<file path="src/rtl/regfile_wb_arbiter_if.sv">
// Bundles the pipeline writeback, secondary result, regfile write port and interlock query signals
// that pass between the core and the register-file write arbiter.
interface regfile_wb_arbiter_if;
    logic        p_we;
    logic [4:0]  p_wn;
    logic [31:0] p_d;
    logic        s_valid;
    logic [4:0]  s_wn;
    logic [31:0] s_d;
    logic        s_ready;
    logic        we;
    logic [4:0]  wn;
    logic [31:0] d;
    logic        stall;
    logic [4:0]  qa_rn;
    logic [4:0]  qb_rn;
    logic        qa_pend;
    logic        qb_pend;

    modport master (
        output p_we, p_wn, p_d, s_valid, s_wn, s_d, qa_rn, qb_rn,
        input  s_ready, we, wn, d, stall, qa_pend, qb_pend
    );

    modport slave (
        input  p_we, p_wn, p_d, s_valid, s_wn, s_d, qa_rn, qb_rn,
        output s_ready, we, wn, d, stall, qa_pend, qb_pend
    );
endinterface

</file>
<file path="src/rtl/regfile_wb_arbiter.sv">
// Shares the regfile write port between the primary writeback and a FIFO-buffered secondary unit.
// It applies WAW kills, reports pending registers, and stalls the pipeline when a buffered result starves.
module regfile_wb_arbiter #(
    parameter int unsigned DEPTH  = 2,
    parameter int unsigned STARVE = 4
) (
    input logic                 clk,
    input logic                 clrn,
    regfile_wb_arbiter_if.slave bus
);
    localparam int unsigned PW = $clog2(DEPTH);
    localparam int unsigned CW = $clog2(DEPTH + 1);
    localparam int unsigned SW = $clog2(STARVE + 1);

    typedef struct packed {
        logic [4:0]  wn;
        logic [31:0] d;
    } entry_t;

    entry_t           mem [DEPTH];
    logic [DEPTH-1:0] live;
    logic [PW-1:0]    rd_ptr;
    logic [PW-1:0]    wr_ptr;
    logic [CW-1:0]    count;
    logic [SW-1:0]    cnt;

    logic empty;
    logic head_live;
    logic starve;
    logic pg;
    logic pop;
    logic ready;
    logic push;

    // A non-empty head that is not live is a killed entry; it pops without writing.
    always_comb begin
        empty     = (count == '0);
        head_live = !empty && live[rd_ptr];
        starve    = clrn && head_live && (cnt == SW'(STARVE));
        pg        = clrn && bus.p_we && (bus.p_wn != 5'd0) && !starve;
        pop       = clrn && !empty && (!head_live || !pg);
        ready     = clrn && (count < CW'(DEPTH));
        push      = bus.s_valid && ready && (bus.s_wn != 5'd0);
    end

    always_comb begin
        bus.s_ready = ready;
        bus.stall   = starve;
        bus.we      = pg || (pop && head_live);
        bus.wn      = pg ? bus.p_wn : mem[rd_ptr].wn;
        bus.d       = pg ? bus.p_d  : mem[rd_ptr].d;
        bus.qa_pend = 1'b0;
        bus.qb_pend = 1'b0;
        for (int i = 0; i < int'(DEPTH); i++) begin
            if (live[i] && (mem[i].wn == bus.qa_rn)) bus.qa_pend = 1'b1;
            if (live[i] && (mem[i].wn == bus.qb_rn)) bus.qb_pend = 1'b1;
        end
        if (!clrn || (bus.qa_rn == 5'd0)) bus.qa_pend = 1'b0;
        if (!clrn || (bus.qb_rn == 5'd0)) bus.qb_pend = 1'b0;
    end

    // Kill first, then pop, then push: a same-cycle push to the killed register stays live.
    always_ff @(posedge clk) begin
        if (!clrn) begin
            live   <= '0;
            rd_ptr <= '0;
            wr_ptr <= '0;
            count  <= '0;
            cnt    <= '0;
        end else begin
            for (int i = 0; i < int'(DEPTH); i++) begin
                if (pg && live[i] && (mem[i].wn == bus.p_wn)) live[i] <= 1'b0;
            end
            if (pop) begin
                live[rd_ptr] <= 1'b0;
                rd_ptr       <= rd_ptr + PW'(1);
            end
            if (push) begin
                live[wr_ptr] <= 1'b1;
                wr_ptr       <= wr_ptr + PW'(1);
            end
            count <= count + CW'(push) - CW'(pop);
            if (empty || pop) begin
                cnt <= '0;
            end else if (pg && head_live && (cnt != SW'(STARVE))) begin
                cnt <= cnt + SW'(1);
            end
        end
    end

    always_ff @(posedge clk) begin
        if (push) mem[wr_ptr] <= '{wn: bus.s_wn, d: bus.s_d};
    end
endmodule

</file>
<file path="src/flat_wrapper.sv">
// flat-port wrapper written by rule: the top's interface ports become plain ports
module regfile_wb_arbiter_flat 
#(
    parameter int unsigned DEPTH  = 2,
    parameter int unsigned STARVE = 4
)
  (clk, clrn, bus_p_we, bus_p_wn, bus_p_d, bus_s_valid, bus_s_wn, bus_s_d, bus_qa_rn, bus_qb_rn, bus_s_ready, bus_we, bus_wn, bus_d, bus_stall, bus_qa_pend, bus_qb_pend);
  regfile_wb_arbiter_if bus_i ();
  input logic clk;
  input logic clrn;
  input wire logic [$bits(bus_i.p_we)-1:0] bus_p_we;
  input wire logic [$bits(bus_i.p_wn)-1:0] bus_p_wn;
  input wire logic [$bits(bus_i.p_d)-1:0] bus_p_d;
  input wire logic [$bits(bus_i.s_valid)-1:0] bus_s_valid;
  input wire logic [$bits(bus_i.s_wn)-1:0] bus_s_wn;
  input wire logic [$bits(bus_i.s_d)-1:0] bus_s_d;
  input wire logic [$bits(bus_i.qa_rn)-1:0] bus_qa_rn;
  input wire logic [$bits(bus_i.qb_rn)-1:0] bus_qb_rn;
  output wire logic [$bits(bus_i.s_ready)-1:0] bus_s_ready;
  output wire logic [$bits(bus_i.we)-1:0] bus_we;
  output wire logic [$bits(bus_i.wn)-1:0] bus_wn;
  output wire logic [$bits(bus_i.d)-1:0] bus_d;
  output wire logic [$bits(bus_i.stall)-1:0] bus_stall;
  output wire logic [$bits(bus_i.qa_pend)-1:0] bus_qa_pend;
  output wire logic [$bits(bus_i.qb_pend)-1:0] bus_qb_pend;
  assign bus_i.p_we = bus_p_we;
  assign bus_i.p_wn = bus_p_wn;
  assign bus_i.p_d = bus_p_d;
  assign bus_i.s_valid = bus_s_valid;
  assign bus_i.s_wn = bus_s_wn;
  assign bus_i.s_d = bus_s_d;
  assign bus_i.qa_rn = bus_qa_rn;
  assign bus_i.qb_rn = bus_qb_rn;
  assign bus_s_ready = bus_i.s_ready;
  assign bus_we = bus_i.we;
  assign bus_wn = bus_i.wn;
  assign bus_d = bus_i.d;
  assign bus_stall = bus_i.stall;
  assign bus_qa_pend = bus_i.qa_pend;
  assign bus_qb_pend = bus_i.qb_pend;
  regfile_wb_arbiter #(.DEPTH(DEPTH), .STARVE(STARVE)) u_core (.clk(clk), .clrn(clrn), .bus(bus_i));
endmodule
</file>
<file path="config.mk">
export PLATFORM = sky130hd
export DESIGN_NAME = regfile_wb_arbiter_flat
export DESIGN_NICKNAME = d
export VERILOG_FILES = /design/src/rtl/regfile_wb_arbiter_if.sv /design/src/rtl/regfile_wb_arbiter.sv /design/src/flat_wrapper.sv
export SDC_FILE = /design/constraint.sdc
export NUM_CORES = 1
export LEC_CHECK = 0
export ABC_AREA = 1
export BUFFER_PORTS_ARGS = -buffer_cell sky130_fd_sc_hd__buf_4
export CELL_PAD_IN_SITES_DETAIL_PLACEMENT = 1
export CELL_PAD_IN_SITES_GLOBAL_PLACEMENT = 1
export CORE_MARGIN = 2
export CORE_UTILIZATION = 41
export CTS_CLUSTER_DIAMETER = 60
export DETAILED_ROUTE_END_ITERATION = 10
export GPL_TIMING_DRIVEN = 0
export HOLD_SLACK_MARGIN = 0.05
export PLACE_DENSITY_LB_ADDON = 0.1
export SLEW_MARGIN = 20
export SYNTH_ARGS = -nofsm -noshare
export SYNTH_HDL_FRONTEND = slang
export SYNTH_SLANG_ARGS = --single-unit
</file>
<file path="constraint.sdc">
create_clock -name clk -period 3.8 [get_ports clk]
set_input_delay 0.19 -clock clk [delete_from_list [all_inputs] [get_ports clk]]
set_output_delay 0.19 -clock clk [all_outputs]
set_load 0.02 [all_outputs]
</file>
**Word-level counts from Yosys, hierarchy flattened**

Memory sizes are Yosys's and may differ from the RTL's. A register that Yosys moved wholly into a read port is not among the register bits.
Cells that the tools add are included.

- Logic and storage cells: 93
- Memories kept: 1
- Output and inout bits: 42
- Input bits: 88
- Memory bits (writable): 74
- Flip-flop bits (word level): 9

- Multiplexer cells: 25
- $add $sub $neg: 5
- Bitwise operators: 4
- Magnitude comparators: 5
- Eq/ne operators: 8
- Reduce and logical (&&, ||, !) cells: 40

Memories:

| memory | depth | width | read ports | clocked after Yosys merged registers in | write ports | RTL line | RTL |
|---|---|---|---|---|---|---|---|
| u_core.mem | 2 | 37 | 3 | 1 | 1 | regfile_wb_arbiter.sv:20 | `entry_t mem [DEPTH];` |

Operators by type and width:

| kind | number |
|---|---|
| 32-bit two-way mux | 1 |
| 5-bit == test | 6 |
| 1-bit logical AND | 24 |
| 1-bit two-way mux | 18 |
| 5-bit zero test | 2 |
| 5-bit nonzero test | 2 |
| 2-bit two-way mux | 3 |
| 1-bit zero test | 5 |
| 1-bit logical OR | 5 |
| 5-bit two-way mux | 1 |
| 1-bit by 2-bit less-than comparator with 1-bit output, second input constant | 2 |
| 3-bit by 1-bit adder with 3-bit output, second input constant | 1 |
| 3-bit == test, second input constant | 1 |
| 3-bit inequality test, second input constant | 1 |
| 1-bit adder, second input constant | 2 |
| 2-bit by 1-bit adder with 2-bit output | 1 |
| 2-bit bitwise AND | 1 |
| 1-bit demux with 1-bit select | 2 |
| 1-bit greater-or-equal comparator, second input constant | 2 |
| 2-bit zero test | 1 |
| 2-bit less-than comparator, second input constant | 1 |
| 2-bit inverter | 1 |
| 2-bit bitwise OR | 1 |
| 2-bit OR reduction | 1 |
| 2 further kinds | 2 |

**Longest topological paths before layout**

Gate-level depths: netlist of run 1.

- Word-level depth: 16
- Depth in mapped cells: 13
- Depth with buffers taken out: 13

**Least setup slack after synthesis of run 1**

No wires, ideal clock.

- Path type: flip-flop to flip-flop
- Start point: register u_core.count[1]
- End point: memory u_core.mem[0][0] (netlist name), enable pin
- Path buffers: 0
- Clock period less this slack: 2.653 ns
- Arrival: 2.221 ns
- Stages on the path, launching flop included: 4
- Slack: 1.147 ns
- Required time: 3.367 ns
- Path through: dfxtp_1 -> nor3b_1 -> nand2_1 -> nor2_1

- Longest elaborated chain between the ends: 6

Ends and longest elaborated chain:

| element | RTL line | RTL |
|---|---|---|
| start, declared | regfile_wb_arbiter.sv:24 | `logic [CW-1:0] count;` |
| start signal, assigned | regfile_wb_arbiter.sv:82 | `count <= count + CW'(push) - CW'(pop);` |
| 2-bit less-than comparator | regfile_wb_arbiter.sv:42 | `ready = clrn && (count < CW'(DEPTH));` |
| 1-bit logical AND | regfile_wb_arbiter.sv:42 |  |
| 1-bit logical AND (2 in a row) | regfile_wb_arbiter.sv:43 | `push = bus.s_valid && ready && (bus.s_wn != 5'd0);` |
| 1-bit two-way mux | regfile_wb_arbiter.sv:92 | `if (push) mem[wr_ptr] <= '{wn: bus.s_wn, d: bus.s_d};` |
| 1-bit two-way mux (implied by the code) | regfile_wb_arbiter.sv:92 |  |
| end, declared | regfile_wb_arbiter.sv:20 |  |

Every way passes these cells.

**Final worst setup path of run 1**

- Start point: register u_core.cnt[0]
- End point: output port bus_d[6]

- Longest elaborated chain between the ends: 5

Ends and longest elaborated chain:

| element | RTL line | RTL |
|---|---|---|
| start, declared | regfile_wb_arbiter.sv:25 | `logic [SW-1:0] cnt;` |
| start signal, assigned | regfile_wb_arbiter.sv:86 | `cnt <= cnt + SW'(1);` |
| 3-bit == test | regfile_wb_arbiter.sv:39 | `starve = clrn && head_live && (cnt == SW'(STARVE));` |
| 1-bit logical AND | regfile_wb_arbiter.sv:39 |  |
| 1-bit zero test | regfile_wb_arbiter.sv:40 | `pg = clrn && bus.p_we && (bus.p_wn != 5'd0) && !starve;` |
| 1-bit logical AND | regfile_wb_arbiter.sv:40 |  |
| 32-bit two-way mux | regfile_wb_arbiter.sv:51 | `bus.d = pg ? bus.p_d : mem[rd_ptr].d;` |
| end, declared | flat_wrapper.sv:22 | `output wire logic [$bits(bus_i.d)-1:0] bus_d;` |

Every way passes these cells.

==> summary.txt, run 1 <==
Setup path
  • CP required: ~3.6 ns
  • Crit path arrival time: about 2.3 ns
  • RR Endpoint: u_core.count[1]$_SDFF_PN0_
  • R2R cell count: 13
  • Critical Path, Cell by Cell: inv_1 -> ha_1 -> nand2_1 -> nor2_4 -> nor2_4 -> buf_1 -> o21ai_1 -> buf_4
  • Most common cell on crit path: nor2_4
  • Crit path launch type: flop
  • Reg2reg start: u_core.cnt[0]$_SDFFE_PP0P_
  • Largest stage delay, worst path: approximately 0.5 ns
  • Worst Path Max Fanout: 10
  • R2R Setup Slk: 1.59 ns
  • CP endpoint kind: primary output
  • Slowest stage cell, crit path: buf_1
  • Setup CP Type: flop to primary output

Worst hold path
  • Hold depth: 3
  • Hold Crit Start: clrn
  • Worst min path class: input port to flop
  • Hold EP: u_core.count[0]$_SDFF_PN0_

STA
  • Setup TNS: 0 ns
  • Final setup fails: 0
  • Fmax: around 400 MHz
  • Tcrit/Tclk final: 64.1%
  • Final Skew: about 0.015 ns
  • Slew Limit Fails: 0
  • Final Critical Period: 2.44 ns
  • Relative max-transition margin: around 47%
  • Worst slew pin tran: 0.788 ns
  • RSZ-0062 raised after global routing: no
  • Final Hold Viols: 0

GRT
  • GRT overflow: 0
  • Vias in the first global route: about 4300
  • Initial antenna violation count: 0
  • Overall Global Routing Usage: roughly 27%
  • Pin count of the biggest net entering global routing: 23
  • First-pass GRT wire length: roughly 23 mm

CTS
  • Number of setup buffers added after CTS: 0
  • Clk slew on worst S/H paths: about 0.090 ns
  • Count of hold-fix buffers inserted at cts: 37
  • Root Buffer: clkbuf_8
  • CTS HTree Levels: 3
  • Post-CTS sizing: 0
  • Worst-Skew Late Latency: approximately 0.36 ns
  • Total CTS buffers: 9
  • Clk sinks: 84
  • CTS tree: yes
  • CTS Buffer Depth: 2

Yosys
  • Synth warn: 0
  • Synth top area cells: edfxtp_1 (55%), nand2_1 (10%), inv_1 (6.3%)
  • Register bit count reported by yosys: 84
  • Post-synth top cells: nand2_1 (111), edfxtp_1 (74), inv_1 (68)
  • Synth area leader: edfxtp_1
  • Cell Area, Synth: 4070 µm²
  • Number of synthesized flops with an enable pin: 74
  • Main synth FF type: edfxtp_1
  • Mean post-synth cell area: 9.24 µm²
  • Async set-or-reset flop fraction in the synthesized netlist: 0%
  • Synth top area share: a little over half
  • Cells after synthesis: 440
  • Syn nets: 532
  • Distinct cell type count of the synthesized netlist: 27
  • Top-count cell post-synth: nand2_1
  • Seq/Total Area, Yosys: between 50% and 60%

Placement
  • Placed Instance Area: roughly 5300 µm²
  • I/O Buffers: ~130
  • RePlAce Congestion: ~0.86
  • Detailed Place HPWL: 8.77 mm

Layout
  • N_diodes: 0
  • Fill count: around 1100
  • Area Growth Syn to Fin: 44.4%
  • Final Net Count: a little over 700
  • Area of the multi-input gates: 1330 µm²
  • Reg area: 2420 µm²
  • Layout cells sized above 1: about a quarter
  • Cell area after layout: between 5000 and 6000 µm²

Detailed routing
  • Drt pass-1 iters: 4
  • Drt wl/cell: 18.5 µm
  • Vias per cell: 5.08
  • Drc violations: 0
  • Drt initial violations: 172
  • DRT antenna net count: 0
  • Sum of routed wire length over all layers: roughly 14 mm
  • Vias: 3844

Power
  • Leakage: about 2.5 nW
  • VDD IR max: about 260 µV
  • PwrDens: about 480 nW/µm²

Floorplan
  • Core Area: a little under 10000 µm²
  • Row count: 36
  • Die Area: 10700 µm²
  • Die Width: slightly above 100 µm
  • I/O pin count: 130
  • Die H: about 100 µm
  • Starting Density: 42.0%

Run
  • Max cap viols: 0

Status
  • Status: complete, no violations
## power breakdown
part           internal (mW)  switching (mW)
clock network          0.367           0.339
registers               1.10          0.0464
logic                  0.380           0.584
## sequential cells by signal, indices dropped and copies added, names as in the netlist, named ones only
name	flops
u_core.count	2
u_core.cnt	3
u_core.wr_ptr	1
u_core.live	2
u_core.rd_ptr	1
u_core.mem	74
## routing by layer
metal	track usage [%]	part of all wire, %	vias to the layer above
met2	49.9	54	113
li1	-	-	1822
met4	13.1	3.5	0
met5	0	0	-
met3	5.22	4.5	37
met1	29.7	38	1872
## worst max path at each step
stage / to / startpoint / slack, ns
after detailed placement: u_core.count[1]$_SDFF_PN0_ / u_core.cnt[0]$_SDFFE_PP0P_ / 1.59
after CTS: bus_wn[2] / u_core.cnt[0]$_SDFFE_PP0P_ / 1.37
after global routing: bus_d[6] / u_core.cnt[0]$_SDFFE_PP0P_ / 1.21
final: bus_d[6] / u_core.cnt[0]$_SDFFE_PP0P_ / 1.36
after floorplan: u_core.mem[0][0]$_DFFE_PP_ / u_core.count[1]$_SDFF_PN0_ / 1.15
after global placement: u_core.live[0]$_SDFF_PN0_ / clrn / -0.12
## through the flow
step                util [%]  setup slack [ns]  hold WS [ns]  std cells  power, mW
finish                  60.6              1.36        0.0803        757       2.81
global placement        53.7            -0.119         0.375        702       2.02
floorplan                  -              1.15         0.283        440       1.65
global route            60.6              1.21         0.108        757       2.95
CTS                     60.6              1.37        0.0781        757       2.79
detailed placement      54.6              1.59         0.377        705       2.07
## cell type report
type	instances	area share (%)
clock buffer	9	2.11
sequential	84	41.2
buffer	15	1.17
timing repair buffer	169	24.1
tap	133	2.83
multi-input combinational	271	22.6
clock inverter	6	1.49
inverter	70	4.47
## layout by cell type (no fill, tap or decap)
cell type      Yosys  routed
buf_16             0       2
xor2_1             1       1
a21oi_1           14      14
nor2_4             3       5
nor2_1            19      17
clkinv_1           0       1
nand2_2            1       1
o22ai_1            9       9
buf_1              2       2
inv_2              2       2
o31ai_1            1       1
clkbuf_8           0       9
nand3_1           10      10
buf_12             0       1
nand4_1            2       2
xnor2_1            7       7
o211ai_1           3       3
clkbuf_1           8       8
inv_6              0       1
a21oi_2            2       2
buf_6              1       1
nand3b_1           1       1
nand2_1          111     111
ha_1               4       4
dfxtp_1           10      10
o21ai_0           45      45
o21ai_1           34      34
dlygate4sd3_1      0      37
inv_1             68      68
bufinv_16          0       2
buf_2              4       4
edfxtp_1          74      74
buf_4              0     129
clkinvlp_4         0       2
nor3b_1            2       2
nor3_1             2       2
## worst max-delay path: cells and delay by family, from the launching register on
| kind | cells | cell delay (ns) |
|---|---|---|
| adders and majority gates | 1 | 0.19 |
| buffers and inverters | 3 | 0.75 |
| AOI/OAI and AO/OA | 1 | 0.15 |
| DFF | 1 | 0.37 |
| and+or+nand+nor | 3 | 0.42 |
## cell families after synthesis
kind of cell	count (synthesis)	share of synthesized area [%]
AO/OA/AOI/OAI	108	14.0
adder cells (fa/ha/maj)	4	1.23
AND/OR/NAND/NOR	151	15.3
buffers and inverters	85	8.15
XOR/XNOR	8	1.72
flip-flops	84	59.6
Power figures use the tool's default switching activity.
==> inputs of run 2 (changes only) <==
--- a/config.mk
+++ b/config.mk
@@ -10,7 +10,7 @@
 export CELL_PAD_IN_SITES_DETAIL_PLACEMENT = 1
 export CELL_PAD_IN_SITES_GLOBAL_PLACEMENT = 1
 export CORE_MARGIN = 2
-export CORE_UTILIZATION = 41
+export CORE_UTILIZATION = 38
 export CTS_CLUSTER_DIAMETER = 60
 export DETAILED_ROUTE_END_ITERATION = 10
 export GPL_TIMING_DRIVEN = 0
==> constraint.sdc (replaced) <==
create_clock -name clk -period 2.5 [get_ports clk]
set_input_delay 0.125 -clock clk [delete_from_list [all_inputs] [get_ports clk]]
set_output_delay 0.125 -clock clk [all_outputs]
set_load 0.02 [all_outputs]
==> run 2 against run 1 <==
Global-route usage down 5.4 points. Power up 52%. Core utilization down 3.9 points. First-iteration DRC count shrank 4.7%. Sequential share of layout area decreased by 0.088 points. Combinational power rose by 47%. Worst hold slack better by 0.34 ns. Clock power increased by 60%. Die area is 7.6% higher. Critical path depth increased by 2. Clock-buffer cell count increased by 2. Critical endpoint unchanged.
==> summary.txt, run 2 (synthesized netlist as in run 1, its figures left out) <==
GRT
  • Pin count of the biggest net entering global routing: 24 (+4.3%)
  • Overall Global Routing Usage: 21.6% (-5.4 points)
  • Initial antenna violation count: 0 (unchanged)
  • Vias in the first global route: 3959 (-8.4%)
  • First-pass GRT wire length: 19.2 mm (-15%)
  • GRT overflow: 0 (unchanged)

Setup path
  • CP endpoint kind: primary output
  • Critical Path, Cell by Cell: dlygate4sd3_1 -> buf_4 -> inv_2 -> nor2_4 -> nand2_2 -> nor2_4 -> nor2_4 -> buf_1 -> o21ai_1 -> buf_4
  • Crit path buffers/inverters: 5 (+2)
  • CP required: 2.38 ns (-1.23 ns)
  • Top delay family on crit path: buffers and inverters
  • Crit path arrival time: 2.20 ns (-0.05 ns)
  • Worst Path Max Fanout: 10 (unchanged)
  • Slowest stage cell, crit path: dlygate4sd3_1
  • Largest stage delay, worst path: 0.54 ns (+0.04 ns)
  • Setup CP Type: input port to primary output
  • Most common cell on crit path: nor2_4
  • Crit path launch type: input port

STA
  • Final Hold Viols: 0 (unchanged)
  • Relative max-transition margin: 48.5% (+1.2 points)
  • Fmax: 431 MHz
  • Slew Limit Fails: 0 (unchanged)
  • RSZ-0062 raised after global routing: no
  • Final setup fails: 0 (unchanged)
  • Setup TNS: 0 ns (unchanged)
  • Final Skew: 0.0137 ns (-0.000962 ns)
  • Hold slack: 0.418 ns (+0.338 ns)
  • Final Critical Period: around 2.3 ns
  • Worst slew pin tran: 0.770 ns (-0.0178 ns)
  • Tcrit/Tclk final: 92.8%

Power
  • Leakage: 2.48 nW (+0.41%)
  • PwrDens: 728 nW/µm² (+52%)
  • Overall Power: 4.29 mW (+52%)
  • VDD IR max: 355 µV (+39%)

Detailed routing
  • Vias: 3711 (-3.5%)
  • Drt wl/cell: 16.0 µm (-13%)
  • Drt pass-1 iters: 4 (unchanged)
  • Sum of routed wire length over all layers: 12.2 mm (-13%)
  • Vias per cell: 4.88 (-3.8%)
  • Drc violations: 0 (unchanged)
  • DRT antenna net count: 0 (unchanged)
  • Drt initial violations: 164 (-4.7%)

Placement
  • Detailed Place HPWL: 8.93 mm (+1.8%)
  • RePlAce Congestion: 0.899 (+4.2%)
  • I/O Buffers: 129 (unchanged)

CTS
  • Worst-Skew Late Latency: 0.35 ns (about the same)
  • CTS Buffer Depth: 2 (unchanged)
  • Total CTS buffers: 9 (unchanged)
  • Count of hold-fix buffers inserted at cts: 38 (+2.7%)
  • Number of setup buffers added after CTS: 0 (unchanged)
  • CTS HTree Levels: 3 (unchanged)
  • Root Buffer: clkbuf_8
  • Clk slew on worst S/H paths: 0.08 ns (about the same)
  • Post-CTS sizing: 0 (unchanged)
  • CTS tree: yes
  • Clk sinks: 84 (unchanged)

Layout
  • Most common cell after layout, fill and taps aside: buf_4
  • Layout cells sized above 1: 25.5% (-0.32 points)
  • Commonest non-fill, non-tap cells in the layout: buf_4 (129), nand2_1 (111), edfxtp_1 (74)
  • Max reg flops: 74 (unchanged)
  • Biggest register: u_core.mem
  • Regs by FF count: u_core.mem: 74 flops, u_core.cnt: 3 flops
  • N_diodes: 0 (unchanged)
  • Area Growth Syn to Fin: 44.7%
  • Final Net Count: 712 (unchanged)

Run
  • Max cap viols: 0 (unchanged)

Floorplan
  • Die Width: 107 µm (+3.7%)
  • Die H: 107 µm (+3.7%)
  • Die Area: 11500 µm² (+7.6%)
  • Row count: 37 (+2.8%)
  • Core Area: 10400 µm² (+7.1%)
  • I/O pin count: 130 (unchanged)
  • Starting Density: 39.2% (-2.8 points)

Worst hold path
  • Worst min path class: input port to flop

Status
  • Status: complete, no violations
[run 2: changes by cell type in the layout (fill, tap and decap cells not counted)]
cell	delta
dlygate4sd3_1	+1
inv_6	-1
clkbuf_1	+2
clkinvlp_4	-2
clkinv_1	-1
clkinv_4	+1
bufinv_16	+1
buf_12	-1
[run 2: metrics by stage]
stage	util [%]	cells	instance area [µm²]	setup slack (ns)
final	56.8	760	5890	0.179
after detailed placement	50.9	707	5280	0.315
after floorplan	-	440	4070	-0.153
after global routing	56.8	760	5890	0.00171
after CTS	56.8	760	5890	0.127
after global placement	50.2	705	5200	-1.48
[run 2: worst paths after layout]
kind                                                  from                          to  slack, ns  cells past startpoint
worst max-delay path                                  clrn                    bus_d[6]       0.18                     10
worst max register to register  u_core.cnt[0]$_SDFFE_PP0P_  u_core.count[1]$_SDFF_PN0_       0.30                     13
worst min register to register  u_core.cnt[0]$_SDFFE_PP0P_  u_core.cnt[0]$_SDFFE_PP0P_       0.47                      1
worst min-delay path                           bus_p_wn[0]   u_core.live[1]$_SDFF_PN0_       0.42                      7
[run 2: worst min-delay path: cells and delay by family]
family | cells | cell delay, ns
buffers and inverters | 1 | 0.12
AO/OA/AOI/OAI | 2 | 0.25
XOR/XNOR | 1 | 0.07
AND/OR/NAND/NOR | 3 | 0.16
[run 2: cell type report]
type | instances | area, µm²
buffer | 15 | 68.8
clock buffer | 11 | 131
clock inverter | 4 | 98.8
fill | 1233 | 4480
inverter | 70 | 263
multi-input combinational | 271 | 1330
sequential | 84 | 2420
tap | 136 | 170
timing repair buffer | 169 | 1400
[run 2: routing by layer]
metal  track usage, %  vias up  share of wire [%]
li1                 -     1829                  -
met5                0        -                  0
met1             24.2     1783                 40
met3             4.42       14                4.6
met4             5.49        0                1.3
met2             41.5       85                 54
[run 2: power breakdown]
part | total [mW] | internal [mW] | switching (mW)
logic | 1.42 | 0.576 | 0.845
clock network | 1.13 | 0.661 | 0.473
registers | 1.73 | 1.67 | 0.0635
total | 4.29 | 2.91 | 1.38
